## src/rtl/cpu_debug_scanner_pkg.sv

```systemverilog
// Shared encodings for the CPU debug scanner: record kinds, FSM states, register count.
package cpu_debug_scanner_pkg;
  typedef enum logic [1:0] {
    KIND_PC   = 2'd0,
    KIND_INST = 2'd1,
    KIND_REG  = 2'd2,
    KIND_MEM  = 2'd3
  } kind_e;

  typedef enum logic [2:0] {
    S_IDLE = 3'd0,
    S_PC   = 3'd1,
    S_INST = 3'd2,
    S_REG  = 3'd3,
    S_MEM  = 3'd4,
    S_FIN  = 3'd5
  } state_e;

  localparam int REG_COUNT = 32;

  function automatic logic [31:0] next_word(input logic [31:0] a);
    return a + 32'd4;
  endfunction
endpackage

```

## src/rtl/cpu_debug_scanner.sv

```systemverilog
// Walks PC/INST snapshot, all 32 registers and a data-RAM window, emitting one
// record per value on a valid/ready stream with a single registered output slot.
module cpu_debug_scanner
  import cpu_debug_scanner_pkg::*;
#(
  parameter logic [31:0] MEM_BASE  = 32'h0000_0000,
  parameter int          MEM_WORDS = 8
) (
  input  logic        clk,
  input  logic        reset,
  input  logic        start,
  input  logic [31:0] cpu_pc,
  input  logic [31:0] cpu_inst,
  output logic [4:0]  rf_addr,
  input  logic [31:0] rf_data,
  output logic [31:0] mem_addr,
  input  logic [31:0] mem_data,
  output logic        out_valid,
  input  logic        out_ready,
  output logic [1:0]  out_kind,
  output logic [7:0]  out_index,
  output logic [31:0] out_data,
  output logic        busy,
  output logic        done
);
  localparam bit         HAS_MEM  = (MEM_WORDS != 0);
  localparam logic [7:0] LAST_MEM = 8'(MEM_WORDS - 1);
  localparam logic [7:0] LAST_REG = 8'(REG_COUNT - 1);

  state_e      state_q, state_d;
  logic [31:0] pc_snap_q, pc_snap_d;
  logic [31:0] inst_snap_q, inst_snap_d;
  logic [4:0]  rf_addr_q, rf_addr_d;
  logic [31:0] mem_addr_q, mem_addr_d;
  logic        valid_q, valid_d;
  kind_e       kind_q, kind_d;
  logic [7:0]  index_q, index_d;
  logic [31:0] data_q, data_d;
  logic        busy_q, busy_d;
  logic        done_q, done_d;
  logic        hs;

  assign hs = valid_q && out_ready;

  always_comb begin
    state_d     = state_q;
    pc_snap_d   = pc_snap_q;
    inst_snap_d = inst_snap_q;
    rf_addr_d   = rf_addr_q;
    mem_addr_d  = mem_addr_q;
    valid_d     = valid_q;
    kind_d      = kind_q;
    index_d     = index_q;
    data_d      = data_q;
    busy_d      = busy_q;
    done_d      = 1'b0;
    case (state_q)
      S_IDLE: if (start) begin
        // The PC slot takes cpu_pc directly so it matches the snapshot taken now.
        state_d     = S_PC;
        pc_snap_d   = cpu_pc;
        inst_snap_d = cpu_inst;
        valid_d     = 1'b1;
        kind_d      = KIND_PC;
        index_d     = 8'd0;
        data_d      = cpu_pc;
        busy_d      = 1'b1;
        rf_addr_d   = 5'd0;
        mem_addr_d  = MEM_BASE;
      end
      S_PC: if (hs) begin
        state_d = S_INST;
        kind_d  = KIND_INST;
        data_d  = inst_snap_q;
      end
      S_INST: if (hs) begin
        state_d   = S_REG;
        kind_d    = KIND_REG;
        index_d   = 8'd0;
        data_d    = rf_data;
        rf_addr_d = rf_addr_q + 5'd1;
      end
      S_REG: if (hs) begin
        if (index_q != LAST_REG) begin
          index_d   = index_q + 8'd1;
          data_d    = rf_data;
          rf_addr_d = rf_addr_q + 5'd1;
        end else if (HAS_MEM) begin
          state_d    = S_MEM;
          kind_d     = KIND_MEM;
          index_d    = 8'd0;
          data_d     = mem_data;
          mem_addr_d = next_word(mem_addr_q);
        end else begin
          state_d = S_FIN;
          valid_d = 1'b0;
          busy_d  = 1'b0;
          done_d  = 1'b1;
        end
      end
      S_MEM: if (hs) begin
        if (index_q != LAST_MEM) begin
          index_d    = index_q + 8'd1;
          data_d     = mem_data;
          mem_addr_d = next_word(mem_addr_q);
        end else begin
          state_d = S_FIN;
          valid_d = 1'b0;
          busy_d  = 1'b0;
          done_d  = 1'b1;
        end
      end
      S_FIN: begin
        state_d    = S_IDLE;
        rf_addr_d  = 5'd0;
        mem_addr_d = MEM_BASE;
      end
      default: state_d = S_IDLE;
    endcase
  end

  always_ff @(posedge clk) begin
    if (reset) begin
      state_q     <= S_IDLE;
      pc_snap_q   <= 32'd0;
      inst_snap_q <= 32'd0;
      rf_addr_q   <= 5'd0;
      mem_addr_q  <= MEM_BASE;
      valid_q     <= 1'b0;
      kind_q      <= KIND_PC;
      index_q     <= 8'd0;
      data_q      <= 32'd0;
      busy_q      <= 1'b0;
      done_q      <= 1'b0;
    end else begin
      state_q     <= state_d;
      pc_snap_q   <= pc_snap_d;
      inst_snap_q <= inst_snap_d;
      rf_addr_q   <= rf_addr_d;
      mem_addr_q  <= mem_addr_d;
      valid_q     <= valid_d;
      kind_q      <= kind_d;
      index_q     <= index_d;
      data_q      <= data_d;
      busy_q      <= busy_d;
      done_q      <= done_d;
    end
  end

  assign rf_addr   = rf_addr_q;
  assign mem_addr  = mem_addr_q;
  assign out_valid = valid_q;
  assign out_kind  = kind_q;
  assign out_index = index_q;
  assign out_data  = data_q;
  assign busy      = busy_q;
  assign done      = done_q;
endmodule
```

## config.mk

```make
export PLATFORM = sky130hd
export DESIGN_NAME = cpu_debug_scanner
export DESIGN_NICKNAME = d
export VERILOG_FILES = /design/src/rtl/cpu_debug_scanner_pkg.sv /design/src/rtl/cpu_debug_scanner.sv
export SDC_FILE = /design/constraint.sdc
export NUM_CORES = 1
export LEC_CHECK = 0
export ABC_CLOCK_PERIOD_IN_PS = 2100
export CAP_MARGIN = 20
export CELL_PAD_IN_SITES_DETAIL_PLACEMENT = 0
export CELL_PAD_IN_SITES_GLOBAL_PLACEMENT = 2
export CORE_MARGIN = 1
export CORE_UTILIZATION = 23
export CTS_BUF_LIST = sky130_fd_sc_hd__clkbuf_8
export CTS_CLUSTER_SIZE = 24
export DETAILED_ROUTE_END_ITERATION = 12
export MAX_ROUTING_LAYER = met4
export PLACE_DENSITY = 0.87
export SLEW_MARGIN = 20
export SYNTH_ARGS = -nofsm -noshare
export SYNTH_HDL_FRONTEND = slang
export SYNTH_SLANG_ARGS = --single-unit
```

## constraint.sdc

```tcl
create_clock -name clk -period 2.1 [get_ports clk]
set_input_delay 0.63 -clock clk [delete_from_list [all_inputs] [get_ports clk]]
set_output_delay 0.63 -clock clk [all_outputs]
set_load 0.05 [all_outputs]
```

==> results.sh, run 1 <==
export IMPL_status="finished, violations left"
export IMPL_violations="negative setup slack"
export IMPL_cp_end_kind="flip-flop"
export IMPL_syn2layout_area_growth_pct=66.9
export IMPL_min_period_ns=2.26
export IMPL_synth_edff_count=0
export IMPL_first_iter_violations=439
export IMPL_yosys_warnings=0
export IMPL_syn_inst=734
export IMPL_worstPathArrival_ns=2.62
export IMPL_seq_area_mm2=0.00232
export IMPL_hp_class="reg -> reg"
export IMPL_async_flop_share_pct=0
export IMPL_fin_skew_ns=0.0180
export IMPL_vias_per_cell=5.00
export IMPL_combinationalPowerShare_pct=33.3
export IMPL_fin_crit_sh_pct=107
export IMPL_power_leakage_nw=3.69
export IMPL_synth_top_area_cell="dfxtp_1"
export IMPL_switching_share_pct=35.5
export IMPL_insertion_delay_ns=0.44
export IMPL_hold_slack_ns=0.460
export IMPL_top_layer_used="met4"
export IMPL_worst_pin_slew_ns=0.679
export IMPL_fin_tns_setup_ns=-2.64
export IMPL_multiInputGateArea_mm2=0.00396
export IMPL_max_slew_margin_pct=54.7
export IMPL_setup_viol_count_final=37
export IMPL_initial_core_util_pct=23.7
export IMPL_peakVddDrop_mv=0.368
export IMPL_timing_fmax_mhz=443
export IMPL_yosysUniqueCellTypes=64
export IMPL_nets=1134
export IMPL_drive_above_1_share_pct=32.1
export IMPL_num_rows=58
export IMPL_power_switching_mw=2.48
export IMPL_crit_path_start_kind="flip-flop"
export IMPL_routabilityCongestion=0.811
export IMPL_root_buffer="clkbuf_8"
export IMPL_core_area_mm2=0.0254
export IMPL_met1_length_um=11800
export IMPL_grt_max_degree=51
export IMPL_p_seq_share_pct=34.8
export IMPL_ys_ff_latch=114
export IMPL_synth_area_mm2=0.00602
export IMPL_place_area_mm2=0.00888
export IMPL_die_w_um=164
export IMPL_clk_pin_slew_ns=0.08
export IMPL_routed_wl_um=24700
export IMPL_avgSynthCellArea_um2=8.20
export IMPL_clkPwrFrac_pct=31.9
export IMPL_hold_violations=0
export IMPL_p_int_mw=4.50
export IMPL_cts_buffers=17
export IMPL_grt_remaining_overflow=0
export IMPL_fin_cells=1344
export IMPL_grt_util_all_layers_pct=17.6
export IMPL_drc=0
export IMPL_final_area_mm2=0.0100
export IMPL_seq_area_frac_synth_pct=37.9
export IMPL_drv_cap=0
export IMPL_ios=214
export IMPL_grt_pass1_wl_um=35300
export IMPL_ctsHtreeMaxLevel=4
export IMPL_wl_met2_um=11300
export IMPL_ant_nets=0
export IMPL_first_pass_iters=5
export IMPL_synth_top_area_share_pct=37.9
export IMPL_antenna_found_initial=1
export IMPL_dp_hpwl_um=16500
export IMPL_dieArea_mm2=0.0268
export IMPL_path_class="reg -> reg"
export IMPL_met3WireLength_um=1210
export IMPL_clock_sinks=114
export IMPL_fillers=2618
export IMPL_ys_flop_type="dfxtp_1"
export IMPL_rsz0062_at_grt="yes"
export IMPL_worst_path_max_fanout=4
export IMPL_portBuffers=211
export IMPL_slew_violations=0
export IMPL_powerDensity_mw_per_mm2=694
export IMPL_first_global_vias=6343
export IMPL_worst_ep_required_time_ns=2.47
export IMPL_die_height_um=164
export IMPL_cts_tree="built"
export IMPL_fin_ws_ns=-0.156
export IMPL_vias=6718
export IMPL_post_place_cells=1290
export IMPL_cts_buffer_depth=2
export IMPL_avgRoutedWirePerCell_um=18.3
export IMPL_synthTopCellsByArea="dfxtp_1, nand2_1, nor2_1, a21oi_1, a311oi_1"
## cell usage in the layout (no fill, tap or decap), types with 8 or more instances in the layout
cell type        instances
a21oi_1                 51
buf_6                   13
nor2_2                  13
clkdlybuf4s50_1        130
clkbuf_8                19
a311oi_1                16
a221oi_1                19
o21ai_0                  9
buf_4                  144
nand2b_1                17
mux2i_1                 28
nor2_1                  65
a2bb2oi_1               20
dfxtp_1                 86
nand4_1                 13
dfxtp_2                 25
a311oi_2                16
buf_12                   8
nand3_1                 12
nand2_1                107
a222oi_1                12
## power by group through the flow
| stage | registers [mW] | logic [mW] | clock network, mW |
|---|---|---|---|
| 2_1_floorplan | 2.80 | 0.829 | 0 |
| 3_3_place_gp | 2.46 | 1.94 | 0 |
| 3_5_place_dp | 2.47 | 1.96 | 0 |
| 4_1_cts | 2.42 | 1.99 | 2.27 |
| 5_1_grt | 2.44 | 2.47 | 2.38 |
| 6_report | 2.43 | 2.32 | 2.23 |
## state kept, by name, summed over array words and instances, names as in the netlist
| name | cells |
|---|---|
| out_index | 8 |
| inst_snap_q | 32 |
| done | 1 |
| busy | 1 |
| state_q | 3 |
| out_kind | 2 |
| out_data | 32 |
| rf_addr | 5 |
| mem_addr | 30 |
## worst max-delay path, stage by stage (launching register included)
cell	delay, ns
dfxtp_4	0.35
ha_4	0.15
buf_4	0.12
buf_6	0.11
nor4b_4	0.13
buf_4	0.14
a21o_1	0.20
a211o_4	0.39
or4_1	0.51
o21ai_1	0.08
## logic make-up (layout without fill, tap and decap cells)
| family | Yosys count | in the layout | share of synthesized area, % |
|---|---|---|---|
| buffers and inverters | 70 | 347 | 4.93 |
| adder cells (fa/ha/maj) | 3 | 3 | 0.624 |
| flip-flops | 114 | 114 | 37.9 |
| AND/OR/NAND/NOR | 301 | 301 | 24.6 |
| multiplexers | 28 | 28 | 4.66 |
| AO/OA/AOI/OAI | 207 | 207 | 25.7 |
| other | 1 | 4 | 0.0623 |
| XOR/XNOR | 10 | 10 | 1.46 |
## repair_timing
action,CTS,global route
hold buffers,0,0
cloned,0,9
pin swaps,1,14
gates resized for setup,19,85
endpoints found under the setup margin,41,46
setup buffers,1,11
## final timing paths
kind	from	endpoint	slack (ns)	cells past startpoint
worst max register to register	out_index[0]	mem_addr[10]	-0.16	9
worst min-delay path	inst_snap_q[14]	inst_snap_q[14]	0.46	2
worst min register to register	inst_snap_q[14]	inst_snap_q[14]	0.46	2
worst max-delay path	out_index[0]	mem_addr[10]	-0.16	9
## layer usage
metal / GRT usage (%) / vias up
li1: - / 3291
met1: 23.2 / 3225
met2: 27.0 / 175
met3: 3.16 / 27
met4: 5.56 / 0
met5: - / -
## stage by stage
stage	worst slack (ns)	total power [mW]	utilization, %
2_1_floorplan	-0.0775	3.63	-
4_1_cts	-0.107	6.68	36.9
6_report	-0.156	6.97	39.5
3_3_place_gp	-0.439	4.41	34.9
5_1_grt	-0.239	7.30	39.5
3_5_place_dp	-0.510	4.43	34.9
## final cells by class
class | instances | share of cell area, %
clock inverter | 13 | 1.51
antenna | 2 | 0.0499
multi-input combinational | 551 | 39.4
sequential | 114 | 23.2
tap | 330 | 4.11
timing repair buffer | 308 | 28.9
clock buffer | 19 | 2.60
inverter | 7 | 0.262
## synth_stat cells, types with 13 or more instances
cell         n
a21oi_1     58
a221oi_1    21
a2bb2oi_1   20
a311oi_1    32
clkbuf_1    44
dfxtp_1    114
mux2i_1     28
nand2_1    107
nand2b_1    18
nand3_1     14
nand4_1     13
nor2_1      81
o21ai_0     16
No activity file was read; power rests on OpenSTA's default activity.
==> run 2, diff against run 1 <==
Settings changed: ABC_AREA set to 1, CORE_UTILIZATION 23 to 22, CTS_CLUSTER_SIZE 24 to 30, PLACE_DENSITY 0.87 to 0.9, SLEW_MARGIN 20 to 0.
==> results.sh, run 2 <==
export IMPL_first_pass_iters=5
export IMPL_initial_core_util_pct=22.6
export IMPL_crit_family="buffers and inverters"
export IMPL_yosysUniqueCellTypes=35
export IMPL_num_rows=62
export IMPL_crit_path_max_incr_delay_ns=0.53
export IMPL_path_class="reg -> out"
export IMPL_grt_util_all_layers_pct=16.7
export IMPL_ant_nets=0
export IMPL_worst_path_max_fanout=2
export IMPL_crit_slowest_cell="dlygate4sd2_1"
export IMPL_timing_fmax_mhz=512
export IMPL_routabilityCongestion=0.834
export IMPL_cts_tree="built"
export IMPL_p_int_mw=6.11
export IMPL_power_switching_mw=5.57
export IMPL_avgSynthCellArea_um2=6.04
export IMPL_syn2layout_area_growth_pct=47.6
export IMPL_dieArea_mm2=0.0306
export IMPL_nets=1465
export IMPL_synth_top_area_cell="dfxtp_1"
export IMPL_synth_top_area_share_pct=34.7
export IMPL_first_global_vias=7148
export IMPL_switching_share_pct=47.7
export IMPL_min_period_ns=1.95
export IMPL_worstHoldStart="inst_snap_q[29]"
export IMPL_power_leakage_nw=4.22
export IMPL_drv_cap=0
export IMPL_status="finished, final reports clean"
export IMPL_multiInputGateArea_mm2=0.00357
export IMPL_final_area_mm2=0.00972
export IMPL_busiest_layer="met2"
export IMPL_synth_edff_count=0
export IMPL_ys_flop_type="dfxtp_1"
export IMPL_hold_violations=0
export IMPL_use_met3_pct=3.37
export IMPL_clock_sinks=114
export IMPL_combinationalPowerShare_pct=56.9
export IMPL_setup_viol_count_final=0
export IMPL_ctsHtreeMaxLevel=4
export IMPL_synth_area_mm2=0.00659
export IMPL_cts_buffers=17
export IMPL_powerDensity_mw_per_mm2=1200
export IMPL_insertion_delay_ns=0.45
export IMPL_syn_inst=1091
export IMPL_ctsHoldBuffers=0
export IMPL_peakVddDrop_mv=0.487
export IMPL_cp_end_kind="primary output"
export IMPL_ys_ff_latch=114
export IMPL_grt_max_degree=49
export IMPL_crit_path_start_kind="flip-flop"
export IMPL_vias_per_cell=4.29
export IMPL_final_common_cell="nand2_1"
export IMPL_synthTopCellsByArea="dfxtp_1, nand2_1, nor2_1, nand3_1, inv_1"
export IMPL_slew_violations=0
export IMPL_rsz0062_at_grt="no"
export IMPL_grt_pass1_wl_um=38900
export IMPL_die_w_um=175
export IMPL_hp_class="reg -> reg"
export IMPL_async_flop_share_pct=0
export IMPL_first_iter_violations=403
export IMPL_ios=214
export IMPL_crit_path_start="out_data[10]"
export IMPL_portBuffers=211
export IMPL_grt_use_met2_pct=27.3
export IMPL_place_ws_ns=-0.290
export IMPL_fillers=3262
export IMPL_fin_ws_ns=0.146
export IMPL_p_total_mw=11.7
export IMPL_grt_remaining_overflow=0
export IMPL_fin_skew_ns=0.0119
export IMPL_utilization_pct=33.4
export IMPL_root_buffer="clkbuf_8"
export IMPL_clk_pin_slew_ns=0.08
export IMPL_vias=7407
export IMPL_seq_area_frac_synth_pct=34.7
export IMPL_yosysMostFrequentCell="nand2_1"
export IMPL_n_antenna_cell=0
export IMPL_yosys_warnings=0
export IMPL_die_height_um=175
export IMPL_drc=0
export IMPL_core_area_mm2=0.0291
export IMPL_fin_cells=1726
export IMPL_final_cell_mix="nand2_1, nor2_1, clkdlybuf4s50_1"
export IMPL_clkPwrFrac_pct=18.1
export IMPL_timing_rr_start="out_index[0]"
export IMPL_crit_buf_inv=1
export IMPL_seq_area_mm2=0.00228
export IMPL_synth_commonest_cells="nand2_1, nor2_1, inv_1"
export IMPL_globalRouteMet1Util_pct=21.0
export IMPL_crit_path_cell_trace="dlygate4sd2_1"
export IMPL_p_seq_share_pct=25.0
export IMPL_place_area_mm2=0.00930
export IMPL_routed_wl_um=24700
export IMPL_dp_hpwl_um=18200
export IMPL_drive_above_1_share_pct=16.2
export IMPL_post_place_cells=1694
export IMPL_antenna_found_initial=0
export IMPL_cts_buffer_depth=2
export IMPL_worst_ep_required_time_ns=1.47
export IMPL_avgRoutedWirePerCell_um=14.3
export IMPL_worstPathArrival_ns=1.32
export IMPL_fin_crit_sh_pct=93.0
[run 2: power groups by stage]
stage,sequential (mW),clock (mW),combinational [mW]
after floorplan,3.82,0,3.39
after global placement,2.96,0,6.69
after detailed placement,2.97,0,6.71
after CTS,2.92,2.20,6.74
after global routing,2.98,2.30,7.39
final,2.92,2.11,6.65
[run 2: worst register-to-register path: cells and delay by family, from the launching register on]
family / cells / cell delay, ns
and+or+nand+nor: 10 / 1.14
DFF: 1 / 0.38
adders and majority gates: 1 / 0.18
buffers and inverters: 1 / 0.17
[run 2: routing by layer]
metal / vias to the layer above / wire length [um]
met2: 195 / 11400
met4: 0 / 208
met5: - / 0
met3: 13 / 1120
met1: 3333 / 11900
li1: 3866 / -
[run 2: layout make-up]
cell class / instances / area share [%]
sequential: 114 / 23.5
clock inverter: 14 / 1.62
inverter: 129 / 5.03
timing repair buffer: 271 / 25.8
clock buffer: 17 / 2.41
multi-input combinational: 797 / 36.7
tap: 384 / 4.94
[run 2: path summary, 6_finish.rpt]
path	end	slack, ns	cells past startpoint
worst max-delay path	out_data[10]	0.15	1
worst min-delay path	inst_snap_q[29]	0.45	2
worst max register to register	mem_addr[30]	0.18	12
worst min register to register	inst_snap_q[29]	0.45	2
[run 2: kinds of logic after synthesis]
group	Yosys count	synth area share, %
flip-flops	114	34.7
XOR/XNOR	13	1.73
AND/OR/NAND/NOR	658	41.6
buffers and inverters	181	11.6
other	1	0.0569
adder cells (fa/ha/maj)	3	0.570
AO/OA/AOI/OAI	121	9.86
[run 2: timing repair]
action	4_1_cts	5_1_grt
pin swaps	0	1
endpoints found under the setup margin	1	45
setup buffers	0	1
gates resized for setup	1	5
[run 2: stage by stage]
stage          hold slack, ns  setup TNS, ns
2_1_floorplan           0.424              0
3_3_place_gp            0.430         -15.14
3_5_place_dp            0.435         -16.68
4_1_cts                 0.448              0
5_1_grt                 0.465              0
6_report                0.445              0
